===== config.mk =====
export PLATFORM = sky130hd
export DESIGN_NAME = sparse_mult_by_e_ctrl
export DESIGN_NICKNAME = d
export VERILOG_FILES = /design/src/rtl/sparse_mult_by_e_ctrl.sv
export SDC_FILE = /design/constraint.sdc
export NUM_CORES = 1
export LEC_CHECK = 0
export ABC_AREA = 1
export BUFFER_PORTS_ARGS = -buffer_cell sky130_fd_sc_hd__buf_2
export CORE_UTILIZATION = 58
export DETAILED_ROUTE_END_ITERATION = 8
export PLACE_DENSITY = 0.82
export SETUP_SLACK_MARGIN = 0.5
export SYNTH_ARGS = -nofsm -noshare
export SYNTH_HDL_FRONTEND = slang
export SYNTH_SLANG_ARGS = --single-unit

===== constraint.sdc =====
create_clock -name i_clock -period 4.4 [get_ports i_clock]
set_clock_uncertainty 0.2 [all_clocks]
set_input_delay 0 -clock i_clock [delete_from_list [all_inputs] [get_ports i_clock]]
set_output_delay 0 -clock i_clock [all_outputs]
set_load 0.1 [all_outputs]

===== src/rtl/sparse_mult_by_e_ctrl.sv =====
// rtl/sparse_mult_by_e_ctrl.sv - sparse multiply-by-E sequencer with GF(2) row accumulation and word packing.
// Optional macro SPARSE_MULT_BY_E_OVERRUN_ERR_EN adds o_error for entry-list overrun.
module sparse_mult_by_e_ctrl #(
  parameter int WIDTH       = 8,
  parameter int NUM_ENTRIES = 1024,
  parameter int COL_W       = 10,
  parameter int ROW_W       = 10
) (
  input  logic                           i_clock,
  input  logic                           i_reset,
  input  logic                           i_start,
  input  logic [ROW_W-1:0]               i_num_rows,
  output logic                           o_busy,
  output logic                           o_done,
  output logic                           o_entry_rd,
  output logic [$clog2(NUM_ENTRIES)-1:0] o_entry_addr,
  input  logic [COL_W-1:0]               i_entry_col,
  input  logic                           i_entry_last,
  output logic                           o_vec_rd,
  output logic [COL_W-1:0]               o_vec_addr,
  input  logic                           i_vec_bit,
`ifdef SPARSE_MULT_BY_E_OVERRUN_ERR_EN
  output logic                           o_error,
`endif
  output logic [WIDTH-1:0]               o_out_data,
  output logic                           o_out_valid,
  input  logic                           i_out_ready
);

  localparam int AW = $clog2(NUM_ENTRIES);
  localparam int BW = (WIDTH > 1) ? $clog2(WIDTH) : 1;

  typedef enum logic [2:0] {
    IDLE, ENTRY_RD, ENTRY_WAIT, VEC_RD, VEC_WAIT, OUT, DONE
  } state_t;

  state_t            state_q, state_d;
  logic [AW-1:0]     ptr_q, ptr_d;
  logic [AW-1:0]     entry_addr_q, entry_addr_d;
  logic [COL_W-1:0]  vec_addr_q, vec_addr_d;
  logic [ROW_W-1:0]  num_rows_q, num_rows_d;
  logic [ROW_W-1:0]  row_cnt_q, row_cnt_d;
  logic [BW-1:0]     bit_idx_q, bit_idx_d;
  logic              acc_q, acc_d;
  logic              last_q, last_d;
  logic [WIDTH-1:0]  pack_q, pack_d;
  logic              done_q;
`ifdef SPARSE_MULT_BY_E_OVERRUN_ERR_EN
  logic              err_q, err_d;
`endif

  logic              sentinel;
  logic [ROW_W-1:0]  row_next;
  logic              word_full;
  logic              finish;
  logic              finish_bit;

  assign sentinel  = &i_entry_col;
  assign row_next  = row_cnt_q + ROW_W'(1);
  assign word_full = (bit_idx_q == BW'(WIDTH-1));

  always_comb begin
    state_d      = state_q;
    ptr_d        = ptr_q;
    entry_addr_d = entry_addr_q;
    vec_addr_d   = vec_addr_q;
    num_rows_d   = num_rows_q;
    row_cnt_d    = row_cnt_q;
    bit_idx_d    = bit_idx_q;
    acc_d        = acc_q;
    last_d       = last_q;
    pack_d       = pack_q;
    finish       = 1'b0;
    finish_bit   = 1'b0;
`ifdef SPARSE_MULT_BY_E_OVERRUN_ERR_EN
    err_d        = err_q;
`endif

    case (state_q)
      IDLE: begin
        if (i_start) begin
          num_rows_d = i_num_rows;
          ptr_d      = '0;
          row_cnt_d  = '0;
          bit_idx_d  = '0;
          acc_d      = 1'b0;
          pack_d     = '0;
`ifdef SPARSE_MULT_BY_E_OVERRUN_ERR_EN
          err_d      = 1'b0;
`endif
          state_d    = (i_num_rows == '0) ? DONE : ENTRY_RD;
        end
      end
      ENTRY_RD: state_d = ENTRY_WAIT;
      ENTRY_WAIT: begin
        last_d = i_entry_last;
        ptr_d  = ptr_q + AW'(1);
        if (sentinel) begin
          finish = 1'b1;
        end else begin
          vec_addr_d = i_entry_col;
          state_d    = VEC_RD;
        end
`ifdef SPARSE_MULT_BY_E_OVERRUN_ERR_EN
        // Wrapping is only legal when this entry closes the final row.
        if (ptr_q == AW'(NUM_ENTRIES-1) &&
            !((sentinel || i_entry_last) && row_next == num_rows_q)) begin
          err_d   = 1'b1;
          finish  = 1'b0;
          state_d = DONE;
        end
`endif
      end
      VEC_RD: state_d = VEC_WAIT;
      VEC_WAIT: begin
        if (last_q) begin
          finish     = 1'b1;
          finish_bit = acc_q ^ i_vec_bit;
        end else begin
          acc_d   = acc_q ^ i_vec_bit;
          state_d = ENTRY_RD;
        end
      end
      OUT: begin
        if (i_out_ready) begin
          pack_d  = '0;
          state_d = (row_cnt_q == num_rows_q) ? DONE : ENTRY_RD;
        end
      end
      DONE: state_d = IDLE;
      default: state_d = IDLE;
    endcase

    if (finish) begin
      pack_d[bit_idx_q] = finish_bit;
      acc_d             = 1'b0;
      row_cnt_d         = row_next;
      bit_idx_d         = word_full ? '0 : bit_idx_q + BW'(1);
      state_d           = (word_full || row_next == num_rows_q) ? OUT : ENTRY_RD;
    end

    // Entry address is registered so it holds between strobes.
    if (state_d == ENTRY_RD) entry_addr_d = ptr_d;
  end

  always_ff @(posedge i_clock or posedge i_reset) begin
    if (i_reset) begin
      state_q      <= IDLE;
      ptr_q        <= '0;
      entry_addr_q <= '0;
      vec_addr_q   <= '0;
      num_rows_q   <= '0;
      row_cnt_q    <= '0;
      bit_idx_q    <= '0;
      acc_q        <= 1'b0;
      last_q       <= 1'b0;
      pack_q       <= '0;
      done_q       <= 1'b0;
`ifdef SPARSE_MULT_BY_E_OVERRUN_ERR_EN
      err_q        <= 1'b0;
`endif
    end else begin
      state_q      <= state_d;
      ptr_q        <= ptr_d;
      entry_addr_q <= entry_addr_d;
      vec_addr_q   <= vec_addr_d;
      num_rows_q   <= num_rows_d;
      row_cnt_q    <= row_cnt_d;
      bit_idx_q    <= bit_idx_d;
      acc_q        <= acc_d;
      last_q       <= last_d;
      pack_q       <= pack_d;
      done_q       <= (state_q == DONE);
`ifdef SPARSE_MULT_BY_E_OVERRUN_ERR_EN
      err_q        <= err_d;
`endif
    end
  end

  assign o_busy       = (state_q != IDLE);
  assign o_done       = done_q;
  assign o_entry_rd   = (state_q == ENTRY_RD);
  assign o_entry_addr = entry_addr_q;
  assign o_vec_rd     = (state_q == VEC_RD);
  assign o_vec_addr   = vec_addr_q;
  assign o_out_valid  = (state_q == OUT);
  assign o_out_data   = pack_q;
`ifdef SPARSE_MULT_BY_E_OVERRUN_ERR_EN
  assign o_error      = err_q;
`endif

endmodule

==> run summary <==
=====================================================================================================
Status                                                                                      completed
Antenna Diode Count                                                                                 0
Most instantiated cells after synthesis                                                  sky130_fd_sc_hd__nand2_1 (143), sky130_fd_sc_hd__dfrtp_1 (67), sky130_fd_sc_hd__inv_1 (51), sky130_fd_sc_hd__nor2_1 (40), sky130_fd_sc_hd__o21ai_0 (35)
Classification of the worst-slack hold path                                                  in2async
Post-synthesis average cell area                                                             7.86 µm²
Cts bufs inserted                                                                                   9
Fraction of the mapped netlist area in compound gates                                           8.60%
Shortest period the worst path allows                                                         2760 ps
Power density of the placed cells                                                          667 mW/mm²
Worst-path cell chain                                                                    inv_2 -> nand2_2 -> nor2_4 -> inv_2 -> o21ai_2 -> inv_2 -> nand2_1 -> nand3_4 -> nand2_1 -> nand2_1
Crit path required time                                                                       4430 ps
Via-to-Cell Ratio                                                                                5.44
Aggregate negative setup slack                                                                   0 ps
Via count of the first global-routing pass                                                       3349
GR Layer Usage met2                                                                             54.0%
Post-layout utilization of the core                                                             75.1%
CP Max Fanout                                                                                      13
Cell area after synthesis                                                                 0.00362 mm²
Row cnt                                                                                            28
Number of cells in the finished layout apart from fillers                                         635
CP max stage cell                                                                        sky130_fd_sc_hd__o21ai_2
Clock Tree Buf Depth                                                                                2
Standby leakage power                                                                         2.30 nW
Count leader, synth                                                                      sky130_fd_sc_hd__nand2_1
Net count of the finished layout                                                                  585
Number of I/O pins                                                                                 59
GR Util met3                                                                                    7.19%
Endpoint of the worst-slack reg-to-reg timing path                                       o_entry_addr[1]
GPL Wtd Cong                                                                                    0.872
Critical R2R Launch                                                                        state_q[2]
Initial standard-cell utilization of the core                                                   60.5%
Die H                                                                                         81.0 µm
CTS tree                                                                                         done
Post-route antenna net violation count                                                              0
Detailed-route via count                                                                         3452
Number of distinct library cell variants in the gate-level netlist after synthesis                 38
Portion of the post-synthesis area used by sequential elements                                  46.3%
Count of instances resized after the clock tree is built                                            0
Library cell with the largest summed area after synthesis                                sky130_fd_sc_hd__dfrtp_1
Number of search-and-repair iterations in the first detailed-routing pass                           5
Clock Sink Count                                                                                   67
Share of the clock period used by the worst path after layout                                   62.8%
Global-route usage over all layers                                                              31.4%
Worst setup EP type                                                                         flip-flop
Basic-gate share of the synthesized area counting and, or, nand and nor cells                   30.3%
Path type of the worst setup path                                                             reg2reg
Final Instance Area                                                                       0.00450 mm²
Number of design rule violations left after detail routing                                          0
Arrival time of the worst setup path                                                          2800 ps
Layout cells sized above 1                                                                      18.9%
Slew @ Worst Pin                                                                               736 ps
First-pass GRT wire length                                                                    15.2 mm
Post-synthesis share of cell area spent on full adders, half adders and majority gates          1.38%
Worst max-slew margin expressed relative to the limit                                           50.9%
Multiplexer fraction of the synthesized cell area                                               2.42%
Placed cells                                                                                      585
Net count after synthesis                                                                         491
Combinational family with the most area after synthesis                                  simple AND/OR/NAND/NOR gates
Worst hold margin                                                                             33.1 ps
GRT Max-Usage Layer                                                                              met2
Synthesized flop and latch total                                                                   67
Cell chosen for the clock root                                                           sky130_fd_sc_hd__clkbuf_8
Final setup viols                                                                                   0
Register-to-register setup slack                                                              1640 ps
Core area                                                                                 0.00599 mm²
Most instantiated flip-flop cell in the synthesis netlist                                sky130_fd_sc_hd__dfrtp_1
Count of flip-flops with a built-in enable after synthesis                                          0
Unrepaired setup endpoints after global routing                                                    no
CTS H-Tree Depth                                                                                    3
Number of input and output port buffers inserted                                                   58
Maximum operating frequency                                                                 0.362 GHz
Worst vdd rail ir drop                                                                       0.693 mV
Final Hold Vio Count                                                                                0
Count of final max-slew check failures                                                              0
Startpoint type of the worst setup path                                                     flip-flop
Clock edge transition at the registers on the reported setup and hold paths                     70 ps
Number of antenna violations at the first check in global routing                                   0
Final routed wirelength across all metal layers                                               9.18 mm
Area growth from synthesis to layout                                                            24.2%
Pin count of the biggest net entering global routing                                               45
Width of the die                                                                              81.0 µm
Max Cap Violations                                                                                  0
Clk_lat worst skew                                                                             350 ps
Wire length per cell                                                                          14.5 µm
Post-CTS Repair Setup Buffers                                                                       0
Share of async-settable or async-resettable flops after synthesis                                100%
Cell count after synthesis                                                                        461
Max incr delay on CP                                                                           480 ps
Leading cell types by total area after synthesis                                         sky130_fd_sc_hd__dfrtp_1 (46%), sky130_fd_sc_hd__nand2_1 (15%), sky130_fd_sc_hd__inv_1 (5.3%), sky130_fd_sc_hd__o21ai_0 (4.8%), sky130_fd_sc_hd__nor2_1 (4.1%)
Met1 GRT Util                                                                                   36.3%
Warnings, synthesis                                                                                 0
FF-to-FF path depth                                                                                10
Area of placed instances                                                                  0.00394 mm²
GRT overflow                                                                                        0
Xor and xnor fraction of the mapped netlist area                                                2.90%
Share of the synthesized area in the top cell type                                              46.3%
Final HPWL from detailed placement                                                            6.05 mm
Drt initial violations                                                                            288
Total die area                                                                            0.00657 mm²
=====================================================================================================
[state kept, by name, summed over array words and instances (netlist names)]
register      cells
o_vec_addr       10
bit_idx_q         3
o_entry_addr     10
num_rows_q       10
acc_q             1
row_cnt_q        10
state_q           3
o_out_data        8
ptr_q            10
o_done            1
last_q            1
[worst max-delay path by stage]
stage                    start               to
detailed placement  state_q[2]  o_entry_addr[1]
floorplan           state_q[0]  o_entry_addr[8]
finish              state_q[2]  o_entry_addr[1]
global route        state_q[2]  o_entry_addr[1]
CTS                 state_q[2]  o_entry_addr[1]
global placement    state_q[2]  o_entry_addr[7]
[power breakdown]
| group | internal (W) | total, W | leakage, nW | switching, W |
|---|---|---|---|---|
| Combinational | 0.000380 | 0.00154 | 1.30 | 0.00116 |
| Clock | 0.000335 | 0.000570 | 0.111 | 0.000235 |
| Sequential | 0.000764 | 0.000888 | 0.887 | 0.000125 |
| Total | 0.00148 | 0.00300 | 2.30 | 0.00152 |
[final cells by class]
type	count	area (µm²)
sequential	67	1680
multi-input combinational	326	1650
fill	423	1490
timing repair buffer	93	638
inverter	58	223
clock buffer	12	145
tap	75	93.8
clock inverter	4	73.8
[per-layer routing]
metal  vias up  share of wire [%]
met3        36                5.8
li1       1665                  -
met4         0                3.7
met5         -                  0
met2       147                 50
met1      1604                 41
[cell families after synthesis]
logic type                 Yosys count
and+or+nand+nor                    246
buffers and inverters               68
DFF                                 67
AOI/OAI and AO/OA                   56
xor gates and xnor gates            12
muxes                                8
adders and majority gates            4
[repair_timing]
item	in CTS	in global routing
endpoints found under the setup margin	0	0
endpoints found under the hold margin	52	0
hold buffers	34	0
[cells in the final DEF (no fill, tap or decap), types with 7 or more instances in the layout]
master / n
sky130_fd_sc_hd__dfrtp_1: 67
sky130_fd_sc_hd__dlygate4sd3_1: 34
sky130_fd_sc_hd__nor2_1: 40
sky130_fd_sc_hd__inv_1: 50
sky130_fd_sc_hd__nand2_1: 143
sky130_fd_sc_hd__o21ai_0: 35
sky130_fd_sc_hd__buf_2: 58
sky130_fd_sc_hd__xor2_1: 7
sky130_fd_sc_hd__o22ai_1: 8
sky130_fd_sc_hd__clkbuf_8: 10
sky130_fd_sc_hd__nand3_1: 23
sky130_fd_sc_hd__nand4_1: 14
[stage by stage]
stage | setup WS [ps] | power (W)
2_1_floorplan | 2080 | 0.00211
3_3_place_gp | 1860 | 0.00230
3_5_place_dp | 1690 | 0.00234
4_1_cts | 1680 | 0.00297
5_1_grt | 1420 | 0.00315
6_report | 1640 | 0.00300
[critical path, delay by kind of cell, from the launching register on]
kind	cells	cell delay [ps]
buffers and inverters	3	440
AND/OR/NAND/NOR	6	1070
AO/OA/AOI/OAI	1	480
flip-flops	1	440
No activity file was read; power rests on OpenSTA's default activity.
